--- config.mk ---
export PLATFORM = sky130hd
export DESIGN_NAME = tile_entity_scheduler
export DESIGN_NICKNAME = d
export VERILOG_FILES = /design/src/rtl/tile_entity_scheduler.sv
export SDC_FILE = /design/constraint.sdc
export NUM_CORES = 1
export LEC_CHECK = 0
export CAP_MARGIN = 20
export CORE_MARGIN = 5
export CORE_UTILIZATION = 40
export DETAILED_ROUTE_END_ITERATION = 12
export HOLD_SLACK_MARGIN = 0.02
export PLACE_DENSITY = 0.69
export SETUP_SLACK_MARGIN = 0.05
export SYNTH_ARGS = -nofsm -noshare
export SYNTH_HDL_FRONTEND = slang
export SYNTH_SLANG_ARGS = --single-unit
--- constraint.sdc ---
create_clock -name clk -period 2.4 [get_ports clk]
set_input_delay 0.36 -clock clk [delete_from_list [all_inputs] [get_ports clk]]
set_output_delay 0.36 -clock clk [all_outputs]
set_load 0.02 [all_outputs]
--- src/rtl/tile_entity_scheduler.sv ---
// -----------------------------------------------------------------------------
// tile_entity_scheduler
//
// Purpose:
//    For one screen tile, scans a bank of entity slots through an external
//    registered slot mux. It picks the highest-index slot whose sprite covers
//    that tile. It then presents a single ROM lookup request (sprite ID,
//    orientation, line) with a valid/ready handshake. If no slot matches, the
//    request is a "blank" one.
//
// Ports:
//    clk            sole clock, rising edge
//    reset          synchronous, active-high reset
//    tile_start     one-cycle pulse: schedule tile (tile_h, tile_v, line_in)
//    tile_h/tile_v  tile indices to schedule
//    line_in        sprite row 0..7 within the tile
//    slot_sel       slot index driven to the external slot mux
//    slot_data      slot word, valid one cycle after slot_sel
//                   [17:14] id, [13:12] orient, [11:8] H, [7:4] V, [3:0] len
//    slot_flag      slot mode: 00 normal, 01 flip, 10 array, 11 disabled
//    req_valid      ROM request valid (held until req_ready)
//    req_ready      ROM side accepts the request
//    req_sprite_id  winning sprite ID
//    req_orient     winning orientation
//    req_line       line index for the ROM
//    busy           high whenever not IDLE
//    overrun        one-cycle pulse: a tile_start was dropped
//    match_count    matching slots found by the last completed scan
// -----------------------------------------------------------------------------
module tile_entity_scheduler #(
   parameter int         NUM_SLOTS = 15,
   parameter logic [3:0] EMPTY_ID  = 4'hF
) (
   input  logic        clk,
   input  logic        reset,
   input  logic        tile_start,
   input  logic [3:0]  tile_h,
   input  logic [3:0]  tile_v,
   input  logic [2:0]  line_in,
   output logic [3:0]  slot_sel,
   input  logic [17:0] slot_data,
   input  logic [1:0]  slot_flag,
   output logic        req_valid,
   input  logic        req_ready,
   output logic [3:0]  req_sprite_id,
   output logic [1:0]  req_orient,
   output logic [2:0]  req_line,
   output logic        busy,
   output logic        overrun,
   output logic [4:0]  match_count
);

   typedef enum logic [1:0] {
      IDLE    = 2'd0,
      SCAN    = 2'd1,
      PRESENT = 2'd2
   } state_t;

   localparam logic [3:0] LAST_SLOT = 4'(NUM_SLOTS - 1);
   // The scan cycle counter reaches NUM_SLOTS when the last slot's data is on
   // the bus. This is because the slot mux adds one cycle of read latency.
   localparam logic [4:0] SCAN_END  = 5'(NUM_SLOTS);

   localparam logic [3:0] BLANK_ID     = 4'hF;
   localparam logic [1:0] BLANK_ORIENT = 2'b11;
   localparam logic [2:0] BLANK_LINE   = 3'b111;

   state_t      state_q, state_d;
   logic [3:0]  tile_h_q, tile_h_d;
   logic [3:0]  tile_v_q, tile_v_d;
   logic [2:0]  line_q, line_d;
   logic [3:0]  slot_sel_q, slot_sel_d;
   logic [4:0]  scan_cnt_q, scan_cnt_d;
   logic [4:0]  hit_cnt_q, hit_cnt_d;
   logic [4:0]  match_count_q, match_count_d;
   logic [3:0]  win_id_q, win_id_d;
   logic [1:0]  win_orient_q, win_orient_d;
   logic [2:0]  win_line_q, win_line_d;
   logic        req_valid_q, req_valid_d;
   logic        busy_q, busy_d;
   logic        overrun_q, overrun_d;

   // Slot word fields
   logic [3:0]  s_id;
   logic [1:0]  s_orient;
   logic [3:0]  s_h, s_v, s_len;
   logic [4:0]  s_h_end;
   logic        s_hit;
   logic        handshake;
   logic        start;

   assign s_id     = slot_data[17:14];
   assign s_orient = slot_data[13:12];
   assign s_h      = slot_data[11:8];
   assign s_v      = slot_data[7:4];
   assign s_len    = slot_data[3:0];
   // The array span end is kept at 5 bits so that an array reaching past
   // column 15 does not wrap around to the low columns.
   assign s_h_end  = {1'b0, s_h} + {1'b0, s_len};

   always_comb begin
      s_hit = 1'b0;
      if (s_id != EMPTY_ID && slot_flag != 2'b11 && s_v == tile_v_q) begin
         if (slot_flag == 2'b10)
            s_hit = (tile_h_q >= s_h) && ({1'b0, tile_h_q} <= s_h_end);
         else
            s_hit = (s_h == tile_h_q);
      end
   end

   assign handshake = (state_q == PRESENT) && req_ready;
   // A start is accepted in IDLE, or in the same cycle as a PRESENT handshake.
   assign start     = tile_start && ((state_q == IDLE) || handshake);

   // NOTE: every variable is defaulted at the top so no path leaves it
   // unassigned; an incomplete always_comb would otherwise infer a latch.
   always_comb begin
      state_d       = state_q;
      tile_h_d      = tile_h_q;
      tile_v_d      = tile_v_q;
      line_d        = line_q;
      slot_sel_d    = slot_sel_q;
      scan_cnt_d    = scan_cnt_q;
      hit_cnt_d     = hit_cnt_q;
      match_count_d = match_count_q;
      win_id_d      = win_id_q;
      win_orient_d  = win_orient_q;
      win_line_d    = win_line_q;
      overrun_d     = 1'b0;

      case (state_q)
         SCAN: begin
            overrun_d  = tile_start;
            scan_cnt_d = scan_cnt_q + 5'd1;
            if (slot_sel_q != LAST_SLOT)
               slot_sel_d = slot_sel_q + 4'd1;
            // In cycle 0 the mux has not produced data yet. From cycle 1 on,
            // the bus carries slot (scan_cnt_q - 1). A later hit overwrites
            // an earlier one, so the highest index wins.
            if (scan_cnt_q != 5'd0 && s_hit) begin
               if (hit_cnt_q != 5'd31)
                  hit_cnt_d = hit_cnt_q + 5'd1;
               win_id_d     = s_id;
               win_orient_d = s_orient;
               win_line_d   = (slot_flag == 2'b01) ? ~line_q : line_q;
            end
            if (scan_cnt_q == SCAN_END) begin
               state_d       = PRESENT;
               match_count_d = hit_cnt_d;
            end
         end
         PRESENT: begin
            if (handshake)
               state_d = IDLE;
            else
               overrun_d = tile_start;
         end
         default: state_d = IDLE;
      endcase

      if (start) begin
         state_d      = SCAN;
         tile_h_d     = tile_h;
         tile_v_d     = tile_v;
         line_d       = line_in;
         slot_sel_d   = 4'd0;
         scan_cnt_d   = 5'd0;
         hit_cnt_d    = 5'd0;
         win_id_d     = BLANK_ID;
         win_orient_d = BLANK_ORIENT;
         win_line_d   = BLANK_LINE;
      end

      busy_d      = (state_d != IDLE);
      req_valid_d = (state_d == PRESENT);
   end

   // NOTE: state is updated only with non-blocking assignments, so every
   // flop samples the values from before the edge, regardless of statement
   // order.
   always_ff @(posedge clk) begin
      if (reset) begin
         state_q       <= IDLE;
         tile_h_q      <= 4'd0;
         tile_v_q      <= 4'd0;
         line_q        <= 3'd0;
         slot_sel_q    <= 4'd0;
         scan_cnt_q    <= 5'd0;
         hit_cnt_q     <= 5'd0;
         match_count_q <= 5'd0;
         win_id_q      <= BLANK_ID;
         win_orient_q  <= BLANK_ORIENT;
         win_line_q    <= BLANK_LINE;
         req_valid_q   <= 1'b0;
         busy_q        <= 1'b0;
         overrun_q     <= 1'b0;
      end else begin
         state_q       <= state_d;
         tile_h_q      <= tile_h_d;
         tile_v_q      <= tile_v_d;
         line_q        <= line_d;
         slot_sel_q    <= slot_sel_d;
         scan_cnt_q    <= scan_cnt_d;
         hit_cnt_q     <= hit_cnt_d;
         match_count_q <= match_count_d;
         win_id_q      <= win_id_d;
         win_orient_q  <= win_orient_d;
         win_line_q    <= win_line_d;
         req_valid_q   <= req_valid_d;
         busy_q        <= busy_d;
         overrun_q     <= overrun_d;
      end
   end

   assign slot_sel      = slot_sel_q;
   assign req_valid     = req_valid_q;
   assign req_sprite_id = win_id_q;
   assign req_orient    = win_orient_q;
   assign req_line      = win_line_q;
   assign busy          = busy_q;
   assign overrun       = overrun_q;
   assign match_count   = match_count_q;

endmodule

==> results of run 1 <==
worst max-delay path, stage by stage:
cell	delay, ns
buf_8	0.10
ha_4	0.15
inv_2	0.04
fa_1	0.44
ha_4	0.29
nor2b_4	0.12
o211ai_1	0.08
a221o_1	0.39
nand4_1	0.21
buf_4	0.17
buf_8	0.13
nor2_4	0.03
o21ai_1	0.12
through the flow:
stage / hold WS, ns / area [um2] / util
final: 0.480 / 3360 / 0.606
after floorplan: 0.463 / 2340 / -
after global routing: 0.516 / 3360 / 0.606
after detailed placement: 0.452 / 3050 / 0.550
after CTS: 0.482 / 3200 / 0.577
after global placement: 0.464 / 3050 / 0.550
cell type report:
| cell class | instances | area share |
|---|---|---|
| Clock buffer | 7 | 0.0257 |
| Clock inverter | 1 | 0.00224 |
| Inverter | 17 | 0.0190 |
| Multi-Input combinational cell | 186 | 0.450 |
| Sequential cell | 44 | 0.262 |
| Tap cell | 72 | 0.0268 |
| Timing Repair Buffer | 75 | 0.214 |
metal layers:
| metal | global-route usage | routed length [um] |
|---|---|---|
| met4 | 0.0576 | 124 |
| met5 | 0 | 0 |
| met2 | 0.246 | 2680 |
| met3 | 0.0461 | 304 |
| met1 | 0.190 | 2610 |
cell families (layout without fill, tap and decap cells):
| family | count (synthesis) | after routing |
|---|---|---|
| and+or+nand+nor | 95 | 96 |
| DFF | 44 | 44 |
| AOI/OAI and AO/OA | 40 | 40 |
| buffers and inverters | 27 | 100 |
| adders and majority gates | 22 | 22 |
| xor gates and xnor gates | 16 | 16 |
| muxes | 12 | 12 |
cells in the final DEF, fill, tap and decap left out, types with 9 or more instances in the layout:
cell type,synthesis,final
buf_4,1,16
clkdlybuf4s50_1,0,47
dfxtp_1,44,44
ha_1,21,16
inv_1,17,14
mux2i_1,12,12
nand2_1,16,10
nand3_2,0,9
nand4_1,10,10
nor2_1,31,28
worst max-delay path by stage:
| stage | slack [ns] | cells past startpoint | endpoint |
|---|---|---|---|
| after floorplan | -0.17 | 11 | match_count[3]$_SDFFE_PP0P_ |
| final | -0.01 | 13 | req_line[1]$_SDFFE_PP1P_ |
| after global routing | -0.10 | 13 | req_line[1]$_SDFFE_PP1P_ |
| after global placement | -0.78 | 12 | req_line[1]$_SDFFE_PP1P_ |
| after detailed placement | -0.85 | 12 | req_line[1]$_SDFFE_PP1P_ |
| after CTS | -0.01 | 12 | hit_cnt_q[3]$_SDFFE_PP0P_ |
where the power goes:
part | internal, mW | leakage, nW | total, mW | switching, mW
Combinational | 0.148 | 0.952 | 0.280 | 0.131
Clock | 0.234 | 0.0445 | 0.487 | 0.253
Sequential | 0.746 | 0.358 | 0.761 | 0.0141
Total | 1.13 | 1.35 | 1.53 | 0.399
sequential cells by signal, indices dropped and copies added (netlist names):
signal,cells
hit_cnt_q,5
match_count,5
scan_cnt_q,5
req_sprite_id,4
slot_sel,4
tile_h_q,4
tile_v_q,4
line_q,3
req_line,3
req_orient,2
state_q,2
busy,1
overrun,1
req_valid,1
timing repair:
item | 4_1_cts | 5_1_grt
cloned | 1 | 0
hold buffers | 0 | 0
gates resized for setup | 31 | 36
endpoints found under the setup margin | 19 | 19
setup buffers | 2 | 1
pin swaps | 14 | 20
==> summary.md, run 1 <==
| Metric | Value |
|---|---|
| Min cycle time layout | 2.41 ns |
| Synth Instances | 256 |
| Fmax | 415 MHz |
| Final worst setup slack | -0.0120 ns |
| Top-level I/O count | 56 |
| Status | finished, violations left |
| Synth top cells by count | dfxtp_1, nor2_1, ha_1 |
| CP Launch Point | slot_data[8] |
| Crit Path Category | input port to flop |
| Placed Instances | 390 |
| Endpoints failing hold | 0 |
| YS warnings | 0 |
| H-tree depth | 2 |
| Failing checks | setup timing |
| RSZ-0062 raised after global routing | true |
| Hold WC Path Type | flop to flop |
| Number of core rows | 27 |
| Arr. time, crit path | 2.64 ns |
| Most numerous cell in the Yosys netlist | dfxtp_1 |
| Clock slew at reported path FFs | 0.08 ns |
| CP startpoint kind | input port |
| Number of unique standard cell types used by synthesis | 41 |
| Routed vias/inst | 5.14 |
| R2R Path End | hit_cnt_q[0]$_SDFFE_PP0P_ |
| Routed wire per std cell | 14.2 um |
| Worst vdd ir | 0.318 mV |
| Mux contribution to synthesized area | 0.0523 |
| Ant. Diodes | 0 |
| Remaining DRCs | 0 |
| Worst-margin pin slew | 0.587 ns |
| Seq. cell area | 881 um2 |
| Drt initial violations | 60 |
| CTS Buffer Depth | 2 |
| XOR/XNOR Fraction of Synth Area | 0.0611 |
| Leak | 1.35 nW |
| Filler Cell Count | 494 |
| Crit share post-route | 1.00 |
| Crit path max fanout | 5 |
| CTS Sinks | 44 |
| Area Growth Syn to Fin | 46.3% |
| Synthesized area | 0.00229 mm2 |
| EDFF count, synth | 0 |
| Post-Layout Cell Count | 402 |
| Initial Util | 0.414 |
| Sequential fraction of the synthesis area | 0.384 |
| CTS buffer count | 5 |
| Dpl hpwl | 4100 um |
| Reg-to-Reg Start | scan_cnt_q[0]$_SDFFE_PP0P_ |
| CTS tree | built |
| Area contributors post-synth | dfxtp_1, ha_1, mux2i_1 |
| FF-to-FF path depth | 8 |
| Synth Net Count | 313 |
| Critical Path End Type | flop |
| I/O Buffers | 55 |
| Total power draw | 1.53 mW |
| Largest net degree at the start of global routing | 21 |
| Final WL | 5720 um |
| Synthesized flop and latch total | 44 |
| CTS root buf | clkbuf_8 |
| Largest family of logic cells by synthesized area | simple AND/OR/NAND/NOR gates |
| DR pass1 iterations | 4 |
| Dpl ws | -0.852 ns |
| Simple-Gate Fraction of Synth Area | 0.213 |
| Synth area leader | dfxtp_1 |
| First-pass GRT wire length | 9110 um |
| DR vias | 2068 |
| Clk_lat worst skew | 0.30 ns |
| # setup viols final | 1 |
| Reg2reg setup slack | 0.32 ns |
| Post-synthesis compound-gate area fraction | 0.114 |
| Post-route ant nets | 0 |
| Slew headroom | 0.609 |
| Area of the multi-input gates | 0.00151 mm2 |
| Synth top area share | 0.384 |
| Initial antenna violation count | 0 |
| Layout cell share with drive strength beyond 1 | 0.227 |
| Hold Crit Depth | 1 |
| Vias in the first global route | 2023 |
| Final RePlAce weighted congestion | 0.783 |
| Global route overflow | 0 |
| Main synth FF type | dfxtp_1 |
| Die footprint | 0.00735 mm2 |
| Sum of negative setup slack | -0.0120 ns |
| Hold Startpoint | match_count[3]$_SDFFE_PP0P_ |
| WHS Endpoint | match_count[3]$_SDFFE_PP0P_ |
| Nets | 386 |
| Slew Viols, Final | 0 |
| Worst EP required | 2.63 ns |
| Die span in y | 85.7 um |
| Power per cell area | 455 mW/mm2 |
| Die W | 85.7 um |
| Avg Synthesized Cell Area | 8.96 um2 |
| GRT Total Usage | 0.152 |
| Max_cap viols | 0 |
| Async SR Flop Fraction | 0 |
| Clock Skews | 0.00681 ns |
| Core box area | 0.00554 mm2 |
| Adder-cell share of the synthesized area | 0.123 |
Note: power is estimated with default switching activity, not from simulation.
==> run 2: changes to the inputs <==
--- a/config.mk
+++ b/config.mk
@@ -5,8 +5,8 @@
 export SDC_FILE = /design/constraint.sdc
 export NUM_CORES = 1
 export LEC_CHECK = 0
+export ABC_CLOCK_PERIOD_IN_PS = 2050
 export CAP_MARGIN = 20
-export CORE_MARGIN = 5
 export CORE_UTILIZATION = 40
 export DETAILED_ROUTE_END_ITERATION = 12
 export HOLD_SLACK_MARGIN = 0.02
==> constraint.sdc (replaced) <==
create_clock -name clk -period 2.05 [get_ports clk]
set_input_delay 0.3075 -clock clk [delete_from_list [all_inputs] [get_ports clk]]
set_output_delay 0.3075 -clock clk [all_outputs]
set_load 0.02 [all_outputs]
==> run 2 against run 1 <==
  * Cell area down 0.26%
  * Largest power group unchanged
  * The flow still finishes with violations (setup timing)
  * Via count shrank 0.44%
  * First-iteration DRC count rose by 80%
  * Sequential power grew 17%
  * Sequential share of layout area rose by 0.069 points
==> summary.md, run 2 (synthesis results as in run 1) <==
| Metric | Value |
|---|---|
| CTS buffer count | 5 (unchanged) |
| Final WL | 5350 um (-6.5%) |
| Worst-path cell chain | buf_8, ha_4, inv_2, fa_2, ha_4, nor2b_1, o211ai_1, a221o_1, and3_4, a21o_1, a32o_1 |
| Slew Viols, Final | 0 (unchanged) |
| CTS Sinks | 44 (unchanged) |
| Final RePlAce weighted congestion | 0.842 (+7.5%) |
| Reg-to-Reg Start | tile_h_q[3]$_SDFFE_PP0P_ |
| Power per cell area | 581 mW/mm2 (+28%) |
| I/O Buffers | 55 (unchanged) |
| Clock Skews | 0.00332 ns (-0.00348 ns) |
| Post-Layout Cell Count | 405 (+0.75%) |
| H-tree depth | 2 (unchanged) |
| # setup viols final | 19 (+18) |
| Most common cell after layout, fill and taps aside | clkdlybuf4s50_1 |
| Layout cell share with drive strength beyond 1 | 0.195 (-0.0321) |
| GRT Total Usage | 0.193 (+0.0408) |
| CP startpoint kind | input port |
| Initial Util | 0.417 (+0.00254) |
| Drt initial violations | 108 (+80%) |
| Worst vdd ir | 0.305 mV (-4.0%) |
| Hold Startpoint | match_count[3]$_SDFFE_PP0P_ |
| Remaining DRCs | 0 (unchanged) |
| Global route overflow | 0 (unchanged) |
| DR pass1 iterations | 4 (unchanged) |
| Hold WC Path Type | flop to flop |
| Die footprint | 0.00604 mm2 (-18%) |
| Worst-margin pin slew | 0.439 ns (-0.149 ns) |
| Most frequent cells in the layout | clkdlybuf4s50_1, dfxtp_1, nor2_1 |
| Die W | 77.7 um (-9.3%) |
| Leak | 1.38 nW (+2.1%) |
| Area Growth Syn to Fin | 45.9% |
| Hold_buf cts | 0 (unchanged) |
| Worst Path Buf+Inv | 2 (-2) |
| Placed Instances | 395 (+1.3%) |
| Arr. time, crit path | 2.53 ns (-0.11 ns) |
| Clock slew at reported path FFs | 0.08 ns (about the same) |
| Min Hold Slack | 0.485 ns (+0.00445 ns) |
| Number of core rows | 27 (unchanged) |
| Dpl hpwl | 3860 um (-5.7%) |
| Largest net degree at the start of global routing | 15 (-29%) |
| FF-to-FF path depth | 8 (unchanged) |
| Slew headroom | 0.706 (+0.0976) |
| CTS root buf | clkbuf_8 |
| Max_cap viols | 0 (unchanged) |
| CTS tree | built |
| CTS Buffer Depth | 2 (unchanged) |
| Max stage delay on crit path | 0.44 ns (about the same) |
| Ant. Diodes | 0 (unchanged) |
| Reg2reg setup slack | 0.08 ns (-0.24 ns) |
| Fmax | 429 MHz |
| Endpoints failing hold | 0 (unchanged) |
| Critical Path End Type | flop |
| Nets | 389 (+0.78%) |
| RSZ-0062 raised after global routing | true |
| Hold Crit Depth | 1 (unchanged) |
| Crit Path Category | input port to flop |
| Vias in the first global route | 2034 (+0.54%) |
| Top-level I/O count | 56 (unchanged) |
| CP top delay family | compound AO/OA/AOI/OAI gates |
| Core box area | 0.00551 mm2 (-0.61%) |
| Clk_lat worst skew | 0.30 ns (about the same) |
| Failing checks | setup timing |
| Routed vias/inst | 5.08 (-1.2%) |
| Crit-path most repeated cell | ha_4 |
| Initial antenna violation count | 0 (unchanged) |
| Filler Cell Count | 477 (-3.4%) |
| Routed wire per std cell | 13.2 um (-7.2%) |
| Die span in y | 77.7 um (-9.3%) |
| Crit path max fanout | 8 (+3) |
| Sum of negative setup slack | -4.04 ns (-4.03 ns) |
| Final worst setup slack | -0.283 ns (-0.271 ns) |
| R2R Path End | hit_cnt_q[0]$_SDFFE_PP0P_ |
| WHS Endpoint | match_count[3]$_SDFFE_PP0P_ |
| Crit share post-route | 1.14 |
| Worst EP required | 2.25 ns (-0.38 ns) |
| Post-route ant nets | 0 (unchanged) |
| CP max-delay cell | fa_2 |
| First-pass GRT wire length | 9260 um (+1.7%) |
| Status | finished, violations left |
| Min cycle time layout | 2.33 ns |
| DR vias | 2059 (-0.44%) |
==> run 2: metal layers <==
layer	global-route usage	part of all wire
met3	0.0341	0.039
met2	0.326	0.47
met1	0.247	0.47
met4	0.0642	0.015
met5	0	0
==> run 2: what timing repair did <==
| item | 4_1_cts | 5_1_grt |
|---|---|---|
| setup endpoints to repair | 19 | 19 |
| setup buffers | 2 | 0 |
| pin swaps | 18 | 15 |
| gates resized for setup | 39 | 10 |
==> run 2: worst max path at each step <==
stage / cells past startpoint / endpoint / start / slack, ns
after global routing: 12 / match_count[1]$_SDFFE_PP0P_ / slot_data[8] / -0.32
after CTS: 12 / hit_cnt_q[0]$_SDFFE_PP0P_ / slot_data[8] / -0.27
final: 11 / match_count[3]$_SDFFE_PP0P_ / slot_data[8] / -0.28
after global placement: 12 / req_line[0]$_SDFFE_PP1P_ / slot_data[8] / -1.10
after detailed placement: 12 / req_line[0]$_SDFFE_PP1P_ / slot_data[8] / -1.17
after floorplan: 11 / match_count[3]$_SDFFE_PP0P_ / slot_data[0] / -0.47
==> run 2: worst reg2reg max path, delay by kind of cell, from the launching register on <==
family | cells | cell delay (ns)
and+or+nand+nor | 3 | 0.85
AOI/OAI and AO/OA | 3 | 0.27
adders and majority gates | 1 | 0.30
buffers and inverters | 1 | 0.16
DFF | 1 | 0.34
==> run 2: layout make-up <==
class	instances	area [um2]	share of cell area
clock buffers	7	96.3	0.0288
multi-input cells	185	1450	0.432
repair buffers	79	739	0.221
well taps	72	90.1	0.0269
flip-flops and latches	44	881	0.263
inverters	17	63.8	0.0191
clock inverters	1	30.0	0.00897
==> run 2: power by group <==
part | switching [mW] | internal, mW | total (mW)
Combinational | 0.149 | 0.175 | 0.323
Clock | 0.301 | 0.430 | 0.732
Sequential | 0.0155 | 0.874 | 0.889
==> run 2: through the flow <==
| step | power, mW | utilization | instance area (um2) | worst slack [ns] |
|---|---|---|---|---|
| floorplan | 1.07 | - | 2340 | -0.467 |
| global placement | 1.21 | 0.560 | 3080 | -1.10 |
| detailed placement | 1.21 | 0.560 | 3080 | -1.17 |
| CTS | 1.95 | 0.599 | 3300 | -0.272 |
| global route | 2.03 | 0.608 | 3350 | -0.322 |
| finish | 1.94 | 0.608 | 3350 | -0.283 |
